--- src/rtl/vga_timing_pkg.sv ---
// Shared VGA timing constants for the sync generator and the graphics stage.
// Defaults describe 640x480 at 60 Hz, with a 100 MHz clock divided by 4.
package vga_timing_pkg;

  // Width of the x/y counters. Both totals must stay at or below 1024.
  localparam int CNT_W = 10;

  // Horizontal timing, in pixels.
  localparam int DFLT_H_ACTIVE = 640;
  localparam int DFLT_H_FP     = 16;
  localparam int DFLT_H_SYNC   = 96;
  localparam int DFLT_H_BP     = 48;

  // Vertical timing, in lines.
  localparam int DFLT_V_ACTIVE = 480;
  localparam int DFLT_V_FP     = 10;
  localparam int DFLT_V_SYNC   = 2;
  localparam int DFLT_V_BP     = 33;

  // Clock-to-pixel divider, and the sync delay that matches the colour pipeline.
  localparam int DFLT_CLK_DIV    = 4;
  localparam int DFLT_SYNC_DELAY = 2;

  // Derived totals and sync windows. Each window is half-open: [start, end).
  localparam int H_TOTAL      = DFLT_H_ACTIVE + DFLT_H_FP + DFLT_H_SYNC + DFLT_H_BP;
  localparam int V_TOTAL      = DFLT_V_ACTIVE + DFLT_V_FP + DFLT_V_SYNC + DFLT_V_BP;
  localparam int H_SYNC_START = DFLT_H_ACTIVE + DFLT_H_FP;
  localparam int H_SYNC_END   = H_SYNC_START + DFLT_H_SYNC;
  localparam int V_SYNC_START = DFLT_V_ACTIVE + DFLT_V_FP;
  localparam int V_SYNC_END   = V_SYNC_START + DFLT_V_SYNC;

  // The pair of sync signals, carried together through the delay line.
  typedef struct packed {
    logic hsync;
    logic vsync;
  } sync_t;

  // Returns 1 when lo <= v < hi.
  function automatic logic in_window(input logic [CNT_W-1:0] v, input int lo, input int hi);
    return (int'(v) >= lo) && (int'(v) < hi);
  endfunction

endpackage

--- src/rtl/vga_delay_line.sv ---
// A shift register DEPTH stages deep and WIDTH bits wide. Every stage resets to all ones,
// so active-low syncs stay idle. When DEPTH is 0, the input passes straight through.
module vga_delay_line #(
  parameter int DEPTH = 2,
  parameter int WIDTH = 2
) (
  input  logic             clk,
  input  logic             reset,
  input  logic [WIDTH-1:0] din,
  output logic [WIDTH-1:0] dout
);

  generate
    if (DEPTH == 0) begin : g_bypass
      assign dout = din;
    end else begin : g_pipe
      for (genvar gi = 0; gi < DEPTH; gi++) begin : g_stage
        logic [WIDTH-1:0] stage_in;
        logic [WIDTH-1:0] q_reg;

        if (gi == 0) begin : g_first
          assign stage_in = din;
        end else begin : g_rest
          assign stage_in = g_stage[gi-1].q_reg;
        end

        // One pipeline stage. It resets to idle (all ones).
        always_ff @(posedge clk or posedge reset) begin
          if (reset) q_reg <= '1;
          else       q_reg <= stage_in;
        end
      end
      assign dout = g_stage[DEPTH-1].q_reg;
    end
  endgenerate

endmodule

--- src/rtl/vga_sync_gen.sv ---
// VGA sync generator. A clock divider produces the pixel tick, and the tick drives the
// horizontal and vertical counters. Decode logic produces en, the raw syncs and frame_start.
// The syncs are delayed so they line up with the registered colour output downstream.
module vga_sync_gen
  import vga_timing_pkg::*;
#(
  parameter int H_ACTIVE   = DFLT_H_ACTIVE,
  parameter int H_FP       = DFLT_H_FP,
  parameter int H_SYNC     = DFLT_H_SYNC,
  parameter int H_BP       = DFLT_H_BP,
  parameter int V_ACTIVE   = DFLT_V_ACTIVE,
  parameter int V_FP       = DFLT_V_FP,
  parameter int V_SYNC     = DFLT_V_SYNC,
  parameter int V_BP       = DFLT_V_BP,
  parameter int CLK_DIV    = DFLT_CLK_DIV,
  parameter int SYNC_DELAY = DFLT_SYNC_DELAY
) (
  input  logic             clk,
  input  logic             reset,
  output logic [CNT_W-1:0] x,
  output logic [CNT_W-1:0] y,
  output logic             en,
  output logic             p_tick,
  output logic             hsync,
  output logic             vsync,
  output logic             frame_start
);

  localparam int H_TOT  = H_ACTIVE + H_FP + H_SYNC + H_BP;
  localparam int V_TOT  = V_ACTIVE + V_FP + V_SYNC + V_BP;
  localparam int HS_LO  = H_ACTIVE + H_FP;
  localparam int HS_HI  = HS_LO + H_SYNC;
  localparam int VS_LO  = V_ACTIVE + V_FP;
  localparam int VS_HI  = VS_LO + V_SYNC;
  localparam int DIV_W  = (CLK_DIV > 2) ? $clog2(CLK_DIV) : 1;

  localparam logic [DIV_W-1:0] DIV_LAST = DIV_W'(CLK_DIV - 1);
  localparam logic [CNT_W-1:0] H_LAST   = CNT_W'(H_TOT - 1);
  localparam logic [CNT_W-1:0] V_LAST   = CNT_W'(V_TOT - 1);
  localparam logic [CNT_W-1:0] H_VIS    = CNT_W'(H_ACTIVE);
  localparam logic [CNT_W-1:0] V_VIS    = CNT_W'(V_ACTIVE);

  logic [DIV_W-1:0] div_reg, div_next;
  logic [CNT_W-1:0] h_reg, h_next;
  logic [CNT_W-1:0] v_reg, v_next;
  logic             tick;
  logic             h_wrap;
  sync_t            sync_raw;
  sync_t            sync_dly;

  // Next-state logic for the divider and both counters. The counters move only on the tick.
  always_comb begin
    tick     = (div_reg == DIV_LAST);
    h_wrap   = (h_reg == H_LAST);
    div_next = div_reg + DIV_W'(1);
    h_next   = h_reg;
    v_next   = v_reg;
    if (tick) begin
      div_next = '0;
      h_next   = h_wrap ? '0 : h_reg + CNT_W'(1);
      if (h_wrap) begin
        v_next = (v_reg == V_LAST) ? '0 : v_reg + CNT_W'(1);
      end
    end
  end

  // Registers for the divider and the counters. Reset clears them at once, so the next
  // frame starts at (0,0).
  always_ff @(posedge clk or posedge reset) begin
    if (reset) begin
      div_reg <= '0;
      h_reg   <= '0;
      v_reg   <= '0;
    end else begin
      div_reg <= div_next;
      h_reg   <= h_next;
      v_reg   <= v_next;
    end
  end

  // Decode taken straight from the registered counters. It does not glitch and has no
  // latency relative to x and y.
  always_comb begin
    sync_raw.hsync = ~in_window(h_reg, HS_LO, HS_HI);
    sync_raw.vsync = ~in_window(v_reg, VS_LO, VS_HI);
  end

  assign x           = h_reg;
  assign y           = v_reg;
  assign p_tick      = tick;
  assign en          = (h_reg < H_VIS) && (v_reg < V_VIS);
  assign frame_start = tick && h_wrap && (v_reg == V_LAST);

  // Delays the syncs to match the downstream colour pipeline (BRAM read plus output register).
  vga_delay_line #(
    .DEPTH (SYNC_DELAY),
    .WIDTH ($bits(sync_t))
  ) u_sync_dly (
    .clk   (clk),
    .reset (reset),
    .din   (sync_raw),
    .dout  (sync_dly)
  );

  assign hsync = sync_dly.hsync;
  assign vsync = sync_dly.vsync;

endmodule

--- config.mk ---
export PLATFORM = sky130hd
export DESIGN_NAME = vga_sync_gen
export DESIGN_NICKNAME = d
export VERILOG_FILES = /design/src/rtl/vga_timing_pkg.sv /design/src/rtl/vga_delay_line.sv /design/src/rtl/vga_sync_gen.sv
export SDC_FILE = /design/constraint.sdc
export NUM_CORES = 1
export LEC_CHECK = 0
export BUFFER_PORTS_ARGS = -buffer_cell sky130_fd_sc_hd__buf_4
export CAP_MARGIN = 20
export CORE_ASPECT_RATIO = 1.25
export CORE_MARGIN = 3
export CORE_UTILIZATION = 57
export DETAILED_ROUTE_END_ITERATION = 10
export GPL_TIMING_DRIVEN = 0
export PLACE_DENSITY = 0.82
export SLEW_MARGIN = 20
export SYNTH_ARGS = -nofsm -noshare
export SYNTH_HDL_FRONTEND = slang
export SYNTH_HIERARCHICAL = 1
export SYNTH_SLANG_ARGS = --single-unit
--- constraint.sdc ---
create_clock -name clk -period 6.1 [get_ports clk]
set_input_delay 1.83 -clock clk [delete_from_list [all_inputs] [get_ports clk]]
set_output_delay 1.83 -clock clk [all_outputs]
set_load 0.02 [all_outputs]
# After elaboration in Yosys (flattened, before gate mapping)

Cells that the tools add are included.

Register bits after elaboration: 26
Logic and storage cells: 28
Output and inout port bits: 25
Input port bits: 2

Muxes and demuxes: 3
Add/sub/neg operators: 3
Reduce and logical (&&, ||, !) cells: 6
Equal/unequal tests: 3
Magnitude comparators: 6
Bitwise logic cells: 2

Operators with widths:

| kind                                                  | count |
|---|---|
| adder 10 x 1 -> 10 bit (second input constant)        | 2 |
| == test 10 bit (second input constant)                | 2 |
| < comparator 10 bit (second input constant)           | 2 |
| < comparator 10 x 9 -> 1 bit (second input constant)  | 2 |
| 2-to-1 mux 10 bit                                     | 2 |
| >= comparator 10 bit (second input constant)          | 1 |
| >= comparator 10 x 9 -> 1 bit (second input constant) | 1 |
| logical AND 1 bit                                     | 5 |
| adder 2 x 1 -> 2 bit (second input constant)          | 1 |
| == test 2 bit (second input constant)                 | 1 |
| 2-to-1 mux 2 bit                                      | 1 |
| NOT 1 bit                                             | 2 |
| AND reduction 2 bit                                   | 1 |

# Logic depth before layout (Yosys ltp)

Gate-level depths: netlist of run 1.

Word-level depth: 3
Depth in mapped cells: 6
Depth with buffers taken out: 6

# Cells and area by module

Netlist of run 1, hierarchy kept.

By module, submodules not included:

| module         | area an instance (um2) | seq. area each (um2) | cells an instance | instances |
|---|---|---|---|---|
| vga_sync_gen   | 1207.4                 | 550.5                | 117               | 1 |
| vga_delay_line | 108.9                  | 105.1                | 5                 | 1 |

# Worst setup path before layout of run 1

OpenSTA, ideal clock, no wires.

Kind: reg-to-output
From: register div_reg[0]
To: output port frame_start
Setup slack: 2.536 ns
Data required time: 4.270 ns
Stages on the path, launching flop included: 6
Arrival: 1.734 ns
Path buffers: 1
Cells stage by stage: dfrtp_1 > ha_1 > buf_2 > nand4_4 > or3_4 > nor2_2

Cells in the longest elaborated chain, start to end: 3

Ends and longest elaborated chain:

| what                            | line               | text |
|---|---|---|
| from (decl)                     | vga_sync_gen.sv:43 | `logic [DIV_W-1:0] div_reg, div_next;` |
| from (signal assigned)          | vga_sync_gen.sv:75 | `div_reg <= div_next;` |
| == test 2 bit                   | vga_sync_gen.sv:53 | `tick = (div_reg == DIV_LAST);` |
| net p_tick                      | vga_sync_gen.sv:23 | `output logic p_tick,` |
| logical AND 1 bit (2 in series) | vga_sync_gen.sv:92 | `assign frame_start = tick && h_wrap && (v_reg == V_LAST);` |
| to (decl)                       | vga_sync_gen.sv:26 | `output logic frame_start` |

The timed path passes the listed nets, and every way through them passes these cells.

# Worst setup path after layout of run 1

From: register div_reg[0]
To: output port frame_start

Cells in the longest elaborated chain, start to end: 3

Ends and longest elaborated chain:

| what                            | line |
|---|---|
| == test 2 bit                   | vga_sync_gen.sv:53 |
| logical AND 1 bit (2 in series) | vga_sync_gen.sv:92 |

No other way between the ends.

==> results.py, run 1 <==
metrics = {
    "final_layout": {
        "seq_area_um2": 656,
        "fin_util_pct": 77.3,
        "drive_above_1_share_pct": 28.9,
        "syn2layout_area_growth_pct": 21.7,
        "antenna_cells": 0,
        "fillCellCount": 158,
        "nNetsFinal": 161,
        "design_area_um2": 1600,
        "multiInputGateArea_um2": 616,
        "layout.cells.non_filler": 182,
    },
    "floorplanning": {
        "start_util_pct": 63.5,
        "die_area_um2": 2930,
        "die_x_um": 49.0,
        "rows": 18,
        "core_area_um2": 2070,
        "die_h_um": 59.7,
        "ios": 27,
    },
    "placed_design": {
        "dpl_cell_area_um2": 1550,
        "place_hpwl_um": 1860,
        "dp.cells": 178,
        "portBuffers": 26,
        "gp_congestion": 0.840,
    },
    "clock_network": {
        "clock_path_buffers": 2,
        "root_buffer": "clkbuf_4",
        "cts_resized": 0,
        "hold_buffers": 0,
        "clock_latency_ps": 330,
        "htreeDepth": 1,
        "numCtsBuffers": 3,
        "postCtsSetupRepairBufs": 0,
        "cts_tree": "built",
        "clock_sinks": 26,
        "clk_pin_slew_ps": 150,
    },
    "synthesis": {
        "yosysSeqAreaShare_pct": 49.8,
        "synth-xor-area-share_pct": 9.32,
        "synth-simple-area-share_pct": 26.0,
        "synth_edf_count": 0,
        "muxShareOfSynthArea_pct": 1.52,
        "syn-cell-area_um2": 1320,
        "synthCells": 122,
        "synth_compound_area_share_pct": 4.18,
        "yosysTopAreaCell": "dfrtp_1",
        "synth_seq_cells": 26,
        "ys_warn_count": 6,
        "synth_top_family_by_area": "simple AND/OR/NAND/NOR gates",
        "ys_types": 35,
        "synthAdderAreaFrac_pct": 5.70,
        "ys.flop_type": "dfrtp_1",
        "netlist.area_leader.share_pct": 41.8,
        "synthArstFlopShare_pct": 100,
        "synth_area_leaders": "dfrtp_1 42%, dfstp_2 8.0%, xnor2_1 6.7%",
        "synth.net_count": 130,
        "avgSynthCellArea_um2": 10.8,
    },
    "pwr": {
        "p_per_area_nw_per_um2": 185,
        "leakagePower_nw": 0.755,
        "peakVddDrop_v": 0.000200,
    },
    "worst_setup_path": {
        "cp.arrival_ps": 2140,
        "critPathLaunch": "div_reg[0]",
        "r2r-end": "y[6]",
        "path_max_fanout": 10,
        "cp-start-kind": "flip-flop",
        "regToRegSetupSlack_ps": 4170,
        "cp.depth": 6,
        "crit_slowest_cell": "or3_4",
        "worstPathRequired_ps": 4270,
        "path_cells": "ha_1 -> buf_2 -> nand4_4 -> or3_4 -> nor2_2 -> buf_4",
        "endpoint": "frame_start",
        "reg2reg_from": "div_reg[0]",
        "critPathKind": "reg -> out",
        "worstRegToRegCells": 6,
        "slowest_delay_ps": 470,
        "critical_path_buf_inv_count": 2,
        "end_kind": "output pin",
        "worst_path_dominant_cell_family": "simple AND/OR/NAND/NOR gates",
    },
    "global_route": {
        "antenna_found_initial": 0,
        "grt_pass1_vias": 1009,
        "grt_max_degree": 23,
        "track_usage_pct": 19.6,
        "grt_pass1_wl_um": 4320,
        "overflow": 0,
    },
    "routing": {
        "drt_wl_total_um": 2460,
        "via_per_inst": 5.59,
        "top_layer": "met4",
        "antenna_left": 0,
        "met2_length_um": 1280,
        "first_iter_violations": 18,
        "dr_wl_met3_um": 70,
        "vias": 1017,
        "wl_per_cell_um": 13.5,
        "drt-met1-wl_um": 1050,
        "drc": 0,
        "dr.pass1.iters": 4,
    },
    "sta": {
        "max_clock_freq_mhz": 252,
        "rsz0062_at_grt": "false",
        "skew_ps": 4.48,
        "fin_crit_sh_pct": 65.0,
        "setup_viol": 0,
        "period_needed_ps": 3970,
        "slew_headroom_pct": 45.2,
        "maxSlewViolCount": 0,
        "finalHoldViolations": 0,
        "worst_pin_slew_ps": 821,
        "tns_ps": 0,
    },
    "job": {
        "cap_violations": 0,
    },
    "status": {
        "status": "complete, no violations",
    },
    "min_path": {
        "hold_class": "reg -> reg",
    },
}
[worst min path at each step]
stage,from,to,cells past startpoint
global placement,u_sync_dly/g_pipe.g_stage[0].q_reg[1],u_sync_dly/dout[1],0
floorplan,u_sync_dly/g_pipe.g_stage[0].q_reg[0],u_sync_dly/dout[0],0
CTS,u_sync_dly/g_pipe.g_stage[0].q_reg[0],u_sync_dly/dout[0],0
global route,u_sync_dly/g_pipe.g_stage[0].q_reg[0],u_sync_dly/dout[0],0
finish,u_sync_dly/g_pipe.g_stage[0].q_reg[0],u_sync_dly/dout[0],0
detailed placement,u_sync_dly/g_pipe.g_stage[0].q_reg[0],u_sync_dly/dout[0],0
[cells by family (layout without fill, tap and decap cells)]
kind of cell    count (synthesis)  count (layout)
simple gates                   54              54
flops                          26              26
xor+xnor                       14              14
buf+inv                        11              41
compound gates                  9               9
fa+ha+maj                       6               6
mux                             2               2
[cell usage after synthesis (2+ instances only)]
cell type / n
xnor2_1: 10
xor2_1: 4
inv_1: 7
nor3_2: 2
o21ai_0: 4
nand3_1: 10
mux2i_1: 2
buf_2: 3
nand2_1: 7
nand4_1: 3
nor4_1: 3
nor3_1: 3
and4_1: 3
dfstp_2: 4
nor2_1: 11
ha_1: 6
dfrtp_1: 22
[stage by stage]
step | setup WS (ps) | total power [mW] | hold WS, ps
after floorplan | 2540 | 0.178 | 345
after global placement | 2520 | 0.179 | 346
after detailed placement | 2520 | 0.180 | 348
after CTS | 2120 | 0.298 | 368
after global routing | 2020 | 0.306 | 375
final | 2130 | 0.296 | 367
[layout by cell type, fill, tap and decap left out, types with 2 or more instances in the layout]
| cell type | Yosys | layout |
|---|---|---|
| nor3_2 | 2 | 2 |
| ha_1 | 6 | 6 |
| mux2i_1 | 2 | 2 |
| nand4_1 | 3 | 3 |
| nand3_1 | 10 | 10 |
| nor2_1 | 11 | 11 |
| buf_2 | 3 | 3 |
| nor4_1 | 3 | 3 |
| nand2_1 | 7 | 7 |
| nor3_1 | 3 | 3 |
| dfrtp_1 | 22 | 22 |
| buf_4 | 0 | 26 |
| inv_1 | 7 | 7 |
| and4_1 | 3 | 3 |
| xor2_1 | 4 | 4 |
| o21ai_0 | 4 | 4 |
| dfstp_2 | 4 | 4 |
| clkbuf_4 | 0 | 3 |
| xnor2_1 | 10 | 10 |
[layer usage]
| layer | global-route usage [%] | vias up |
|---|---|---|
| li1 | - | 481 |
| met1 | 21.8 | 503 |
| met2 | 35.9 | 27 |
| met3 | 2.74 | 6 |
| met4 | 11.4 | 0 |
| met5 | 0 | - |
[power by group]
part	total, mW	switching [mW]	internal [mW]
sequential	0.173	0	0.173
combinational	0.00383	0.00333	0.000494
clock	0.120	0.0536	0.0665
total	0.296	0.0569	0.240
[cell type report]
| cell class | count | area share (%) |
|---|---|---|
| timing repair buffer | 26 | 12.2 |
| inverter | 7 | 1.64 |
| multi-input combinational | 85 | 38.4 |
| buffer | 4 | 1.17 |
| sequential | 26 | 40.9 |
| clock inverter | 1 | 1.87 |
| clock buffer | 3 | 1.41 |
| tap | 30 | 2.34 |
Note: power is estimated with default switching activity, not from simulation.
==> run 2, diff against run 1 <==
--- a/config.mk
+++ b/config.mk
@@ -5,14 +5,15 @@
 export SDC_FILE = /design/constraint.sdc
 export NUM_CORES = 1
 export LEC_CHECK = 0
+export ABC_AREA = 1
 export BUFFER_PORTS_ARGS = -buffer_cell sky130_fd_sc_hd__buf_4
 export CAP_MARGIN = 20
 export CORE_ASPECT_RATIO = 1.25
 export CORE_MARGIN = 3
-export CORE_UTILIZATION = 57
+export CORE_UTILIZATION = 48
 export DETAILED_ROUTE_END_ITERATION = 10
 export GPL_TIMING_DRIVEN = 0
-export PLACE_DENSITY = 0.82
+export PLACE_DENSITY = 0.74
 export SLEW_MARGIN = 20
 export SYNTH_ARGS = -nofsm -noshare
 export SYNTH_HDL_FRONTEND = slang
==> constraint.sdc (replaced) <==
create_clock -name clk -period 3.6 [get_ports clk]
set_input_delay 1.08 -clock clk [delete_from_list [all_inputs] [get_ports clk]]
set_output_delay 1.08 -clock clk [all_outputs]
set_load 0.02 [all_outputs]
==> run 2 against run 1 <==
Effect of this change:
- sequential power up 69%
- hold slack better by 0.50 ps
- setup slack worse by 1400 ps
- sequential share of layout area down 1.4 points
==> results.py, run 2 <==
metrics = {
    "routing": {
        "drc": 0,
        "vias": 1161,
        "dr.pass1.iters": 4,
        "drt_wl_total_um": 2790,
        "via_per_inst": 5.14,
        "first_iter_violations": 53,
        "wl_per_cell_um": 12.3,
        "antenna_left": 0,
    },
    "placed_design": {
        "gp_congestion": 0.811,
        "place_hpwl_um": 2130,
        "portBuffers": 26,
    },
    "pwr": {
        "p_total_mw": 0.445,
        "leakagePower_nw": 0.868,
        "p_per_area_nw_per_um2": 268,
        "peakVddDrop_v": 0.000191,
    },
    "global_route": {
        "antenna_found_initial": 0,
        "grt_max_degree": 23,
        "track_usage_pct": 18.3,
        "grt_pass1_wl_um": 4930,
        "overflow": 0,
        "grt_pass1_vias": 1149,
    },
    "worst_setup_path": {
        "critical_path_buf_inv_count": 2,
        "path_max_fanout": 9,
        "crit_slowest_cell": "dfrtp_1",
        "r2r-end": "x[7]",
        "worstRegToRegCells": 6,
        "cp.arrival_ps": 1800,
        "regToRegSetupSlack_ps": 2090,
        "slowest_delay_ps": 380,
        "critPathKind": "reg -> out",
        "cp-start-kind": "flip-flop",
        "path_cells": "ha_1 -> nand2_2 -> nor2_2 -> nand2_2 -> nor2_8 -> inv_2 -> nor2_1 -> buf_4",
        "critPathLaunch": "div_reg[0]",
        "crit_top_cell": "nand2_2",
        "worstPathRequired_ps": 2520,
        "end_kind": "output pin",
        "reg2reg_from": "div_reg[0]",
        "worst_path_dominant_cell_family": "simple AND/OR/NAND/NOR gates",
    },
    "min_path": {
        "hold_class": "reg -> reg",
        "hold_start": "u_sync_dly/g_pipe.g_stage[0].q_reg[0]",
        "whs_path_depth": 0,
        "min_to": "u_sync_dly/dout[0]",
    },
    "floorplanning": {
        "ios": 27,
        "rows": 21,
        "core_area_um2": 2710,
        "die_area_um2": 3560,
        "die_x_um": 54.0,
        "start_util_pct": 51.1,
        "die_h_um": 66.0,
    },
    "synthesis": {
        "synth_area_leaders": "dfrtp_1 40%, nand2_1 9.0%, dfstp_2 7.6%",
        "yosysSeqAreaShare_pct": 47.4,
        "synth_edf_count": 0,
        "synth.net_count": 170,
        "syn-cell-area_um2": 1380,
        "avgSynthCellArea_um2": 8.53,
        "synth.most_common_cell": "nand2_1",
        "yosysTopAreaCell": "dfrtp_1",
        "synthTopCellsByCount": "33 x nand2_1, 25 x inv_1, 22 x dfrtp_1",
        "ys_types": 24,
        "ys.flop_type": "dfrtp_1",
        "synthArstFlopShare_pct": 100,
        "ys_warn_count": 6,
        "synthCells": 162,
        "synth_seq_cells": 26,
        "netlist.area_leader.share_pct": 39.8,
    },
    "sta": {
        "skew_ps": 4.03,
        "period_needed_ps": 2880,
        "slew_headroom_pct": 43.5,
        "tns_ps": 0,
        "setup_viol": 0,
        "rsz0062_at_grt": "false",
        "worst_pin_slew_ps": 847,
        "fin_crit_sh_pct": 80.0,
        "maxSlewViolCount": 0,
        "finalHoldViolations": 0,
        "max_clock_freq_mhz": 347,
    },
    "clock_network": {
        "cts_resized": 0,
        "clock_sinks": 26,
        "clk_pin_slew_ps": 140,
        "hold_buffers": 0,
        "numCtsBuffers": 3,
        "htreeDepth": 1,
        "postCtsSetupRepairBufs": 0,
        "clock_path_buffers": 2,
        "clock_latency_ps": 310,
        "cts_tree": "built",
        "root_buffer": "clkbuf_4",
    },
    "final_layout": {
        "antenna_cells": 0,
        "drive_above_1_share_pct": 21.9,
        "layout_commonest_cell": "nand2_1",
        "nNetsFinal": 201,
        "syn2layout_area_growth_pct": 19.8,
        "final_cell_mix": "33 x nand2_1, 26 x buf_4, 25 x inv_1",
        "fin_util_pct": 61.2,
    },
    "status": {
        "status": "complete, no violations",
    },
    "job": {
        "cap_violations": 0,
    },
}
==> run 2: cell types whose count changed after synthesis, sizes merged, moves of 2 or more <==
cell / before / now
xnor2: 10 / 4
inv: 7 / 26
or3: 2 / 0
o21ai: 4 / 6
buf: 3 / 1
nor4: 4 / 1
mux2i: 2 / 0
nor3: 5 / 8
xor2: 4 / 7
nand2: 7 / 35
nor2: 12 / 22
and4: 3 / 0
==> run 2: metrics by stage <==
| stage | setup slack (ps) | instance area (µm²) | hold WS, ps | cells |
|---|---|---|---|---|
| after detailed placement | 1080 | 1620 | 350 | 222 |
| final | 720 | 1660 | 367 | 226 |
| after CTS | 692 | 1660 | 370 | 226 |
| after global routing | 559 | 1660 | 375 | 226 |
| after floorplan | 1050 | 1380 | 345 | 162 |
| after global placement | 1110 | 1620 | 346 | 222 |
==> run 2: layer usage <==
| layer | track usage, % | vias up | share of wire [%] | wire length (µm) |
|---|---|---|---|---|
| met4 | 5.61 | 0 | 0.57 | 16 |
| met1 | 25.2 | 556 | 44 | 1230 |
| met3 | 2.03 | 2 | 3.8 | 107 |
| li1 | - | 572 | - | - |
| met5 | 0 | - | 0 | 0 |
| met2 | 29.7 | 31 | 51 | 1430 |
==> run 2: cell type report <==
type,count,area (µm²)
Multi-Input combinational cell,109,618
Timing Repair Buffer,26,195
Clock buffer,4,36.3
Buffer,1,11.3
Fill cell,252,1050
Sequential cell,26,656
Inverter,26,97.6
Tap cell,34,42.5
==> run 2: logic make-up after synthesis <==
kind of cell,after synthesis,synth area share [%]
and+or+nand+nor,83,28.6
DFF,26,47.4
adders and majority gates,6,5.43
AOI/OAI and AO/OA,9,3.71
xor gates and xnor gates,11,6.97
buffers and inverters,27,7.87
==> run 2: worst max-delay path by stage <==
stage,end,slack [ps],cells after the start
after global routing,frame_start,560,7
after CTS,frame_start,690,8
after floorplan,frame_start,1050,7
after global placement,frame_start,1110,8
final,frame_start,720,8
after detailed placement,frame_start,1080,8
==> run 2: report_power, final <==
part           total, mW  internal (mW)  switching [mW]
Clock              0.146         0.0617          0.0841
Combinational    0.00649       0.000830         0.00566
Sequential         0.292          0.292               0
Total              0.445          0.355          0.0897
==> run 2: worst register-to-register path: stages (launching register included) <==
cell	delay, ps
dfrtp_1	380
ha_1	320
inv_1	180
nor3_4	260
nand2_1	90
xor2_1	130
inv_1	50
==> run 3, diff against run 2 <==
==> constraint.sdc (replaced) <==
create_clock -name clk -period 2.6 [get_ports clk]
set_input_delay 0.78 -clock clk [delete_from_list [all_inputs] [get_ports clk]]
set_output_delay 0.78 -clock clk [all_outputs]
set_load 0.02 [all_outputs]
==> run 3 against run 2 <==
Effect of this change:
- die area stayed put
- critical path depth down 1
- clock power increased by 37%
- wire length up 2.5%
- clock skew fell by 2.4 ps
- via count is 2.1% higher
- clock-buffer cell count did not move
- combinational power grew 38%
- hold slack is essentially flat
- first-iteration DRC count decreased by 25%
- critical endpoint unchanged
==> results.py, run 3 (synthesis results as in run 2) <==
metrics = {
    "status": {
        "status": "complete, no violations",
    },
    "clock_network": {
        "htreeDepth": 1,
        "root_buffer": "clkbuf_4",
        "cts_tree": "built",
        "numCtsBuffers": 3,
        "clock_latency_ps": 310,
        "clock_path_buffers": 2,
        "clock_sinks": 26,
        "clk_pin_slew_ps": 140,
    },
    "sta": {
        "max_clock_freq_mhz": 414,
        "maxSlewViolCount": 0,
        "slew_headroom_pct": 43.9,
        "tns_ps": 0,
        "period_needed_ps": 2410,
        "rsz0062_at_grt": "false",
        "finalWorstSetupSlack_ps": 186,
        "fin_crit_sh_pct": 92.9,
        "setup_viol": 0,
        "skew_ps": 1.66,
        "finalHoldViolations": 0,
        "fin_hold_ws_ps": 367,
        "worst_pin_slew_ps": 840,
    },
    "final_layout": {
        "layout_commonest_cell": "nand2_1",
        "final_cell_mix": "33 x nand2_1, 29 x buf_4, 25 x inv_1",
        "antenna_cells": 0,
        "layout.cells.non_filler": 229,
        "fillCellCount": 248,
        "fin_util_pct": 62.7,
        "design_area_um2": 1700,
        "nNetsFinal": 204,
        "syn2layout_area_growth_pct": 22.8,
        "drive_above_1_share_pct": 24.6,
    },
    "routing": {
        "dr.pass1.iters": 4,
        "dr_wl_met3_um": 137,
        "antenna_left": 0,
        "drc": 0,
        "wl_per_cell_um": 12.5,
        "vias": 1185,
        "via_per_inst": 5.17,
        "met2_length_um": 1470,
        "top_layer": "met4",
        "drt-met1-wl_um": 1240,
        "first_iter_violations": 40,
        "drt_wl_total_um": 2860,
    },
    "worst_setup_path": {
        "cp.arrival_ps": 1630,
        "regToRegSetupSlack_ps": 1120,
        "critPathKind": "reg -> out",
        "worstRegToRegCells": 8,
        "r2r-end": "y[1]",
        "end_kind": "output pin",
        "reg2reg_from": "y[0]",
        "worstPathRequired_ps": 1820,
        "path_max_fanout": 5,
        "cp-start-kind": "flip-flop",
    },
    "floorplanning": {
        "start_util_pct": 51.1,
        "die_area_um2": 3560,
        "die_x_um": 54.0,
        "die_h_um": 66.0,
        "ios": 27,
        "rows": 21,
        "core_area_um2": 2710,
    },
    "global_route": {
        "grt_pass1_vias": 1149,
        "overflow": 0,
        "track_usage_pct": 18.3,
        "grt_max_degree": 23,
        "antenna_found_initial": 0,
        "grt_pass1_wl_um": 4930,
    },
    "min_path": {
        "min_to": "u_sync_dly/dout[0]",
        "hold_class": "reg -> reg",
        "hold_start": "u_sync_dly/g_pipe.g_stage[0].q_reg[0]",
        "whs_path_depth": 0,
    },
    "pwr": {
        "p_per_area_nw_per_um2": 362,
        "peakVddDrop_v": 0.000254,
        "leakagePower_nw": 0.881,
        "p_total_mw": 0.614,
    },
    "placed_design": {
        "portBuffers": 26,
        "pre_cts_ws_ps": 377,
        "gp_congestion": 0.811,
        "dpl_cell_area_um2": 1620,
        "dp.cells": 222,
        "place_hpwl_um": 2130,
    },
    "job": {
        "cap_violations": 0,
    },
}
[run 3: cell type report]
cell class                 instances  area, µm²  share of cell area, %
inverter                          26       97.6                   5.75
multi-input combinational        109        636                   37.4
clock buffer                       4       36.3                   2.14
timing repair buffer              29        218                   12.8
sequential                        26        657                   38.7
buffer                             1       11.3                  0.663
tap                               34       42.5                   2.51
[run 3: how the worst max path moves through the flow]
stage | end | start | slack (ps) | depth (start not counted)
finish | frame_start | y[0] | 190 | 7
floorplan | frame_start | div_reg[0] | 350 | 7
global placement | frame_start | div_reg[0] | 410 | 8
CTS | frame_start | x[0] | 5 | 6
global route | frame_start | y[0] | 10 | 7
detailed placement | frame_start | div_reg[0] | 380 | 8
[run 3: power by group]
part	switching, mW	internal, mW
logic	0.00778	0.00115
registers	0	0.405
clock network	0.115	0.0855
total	0.123	0.491
[run 3: routing by layer]
layer / global-route usage, % / vias up
met5: 0 / -
met4: 5.61 / 0
met3: 2.03 / 2
met2: 29.7 / 37
met1: 25.2 / 570
li1: - / 576
[run 3: worst max-delay path, cell delays in order (launching register included)]
cell and delay (ps):
dfrtp_1 440, inv_1 130, ha_1 160, nand2_1 60, nor2_1 130, nand3_2 120
nor2_1 130, buf_4 140
[run 3: timing repair]
item / 4_1_cts / 5_1_grt
gates resized for setup: 1 / 3
setup buffers: 0 / 3
endpoints found under the setup margin: 1 / 1
hold buffers: 0 / 0
pin swaps: 0 / 2
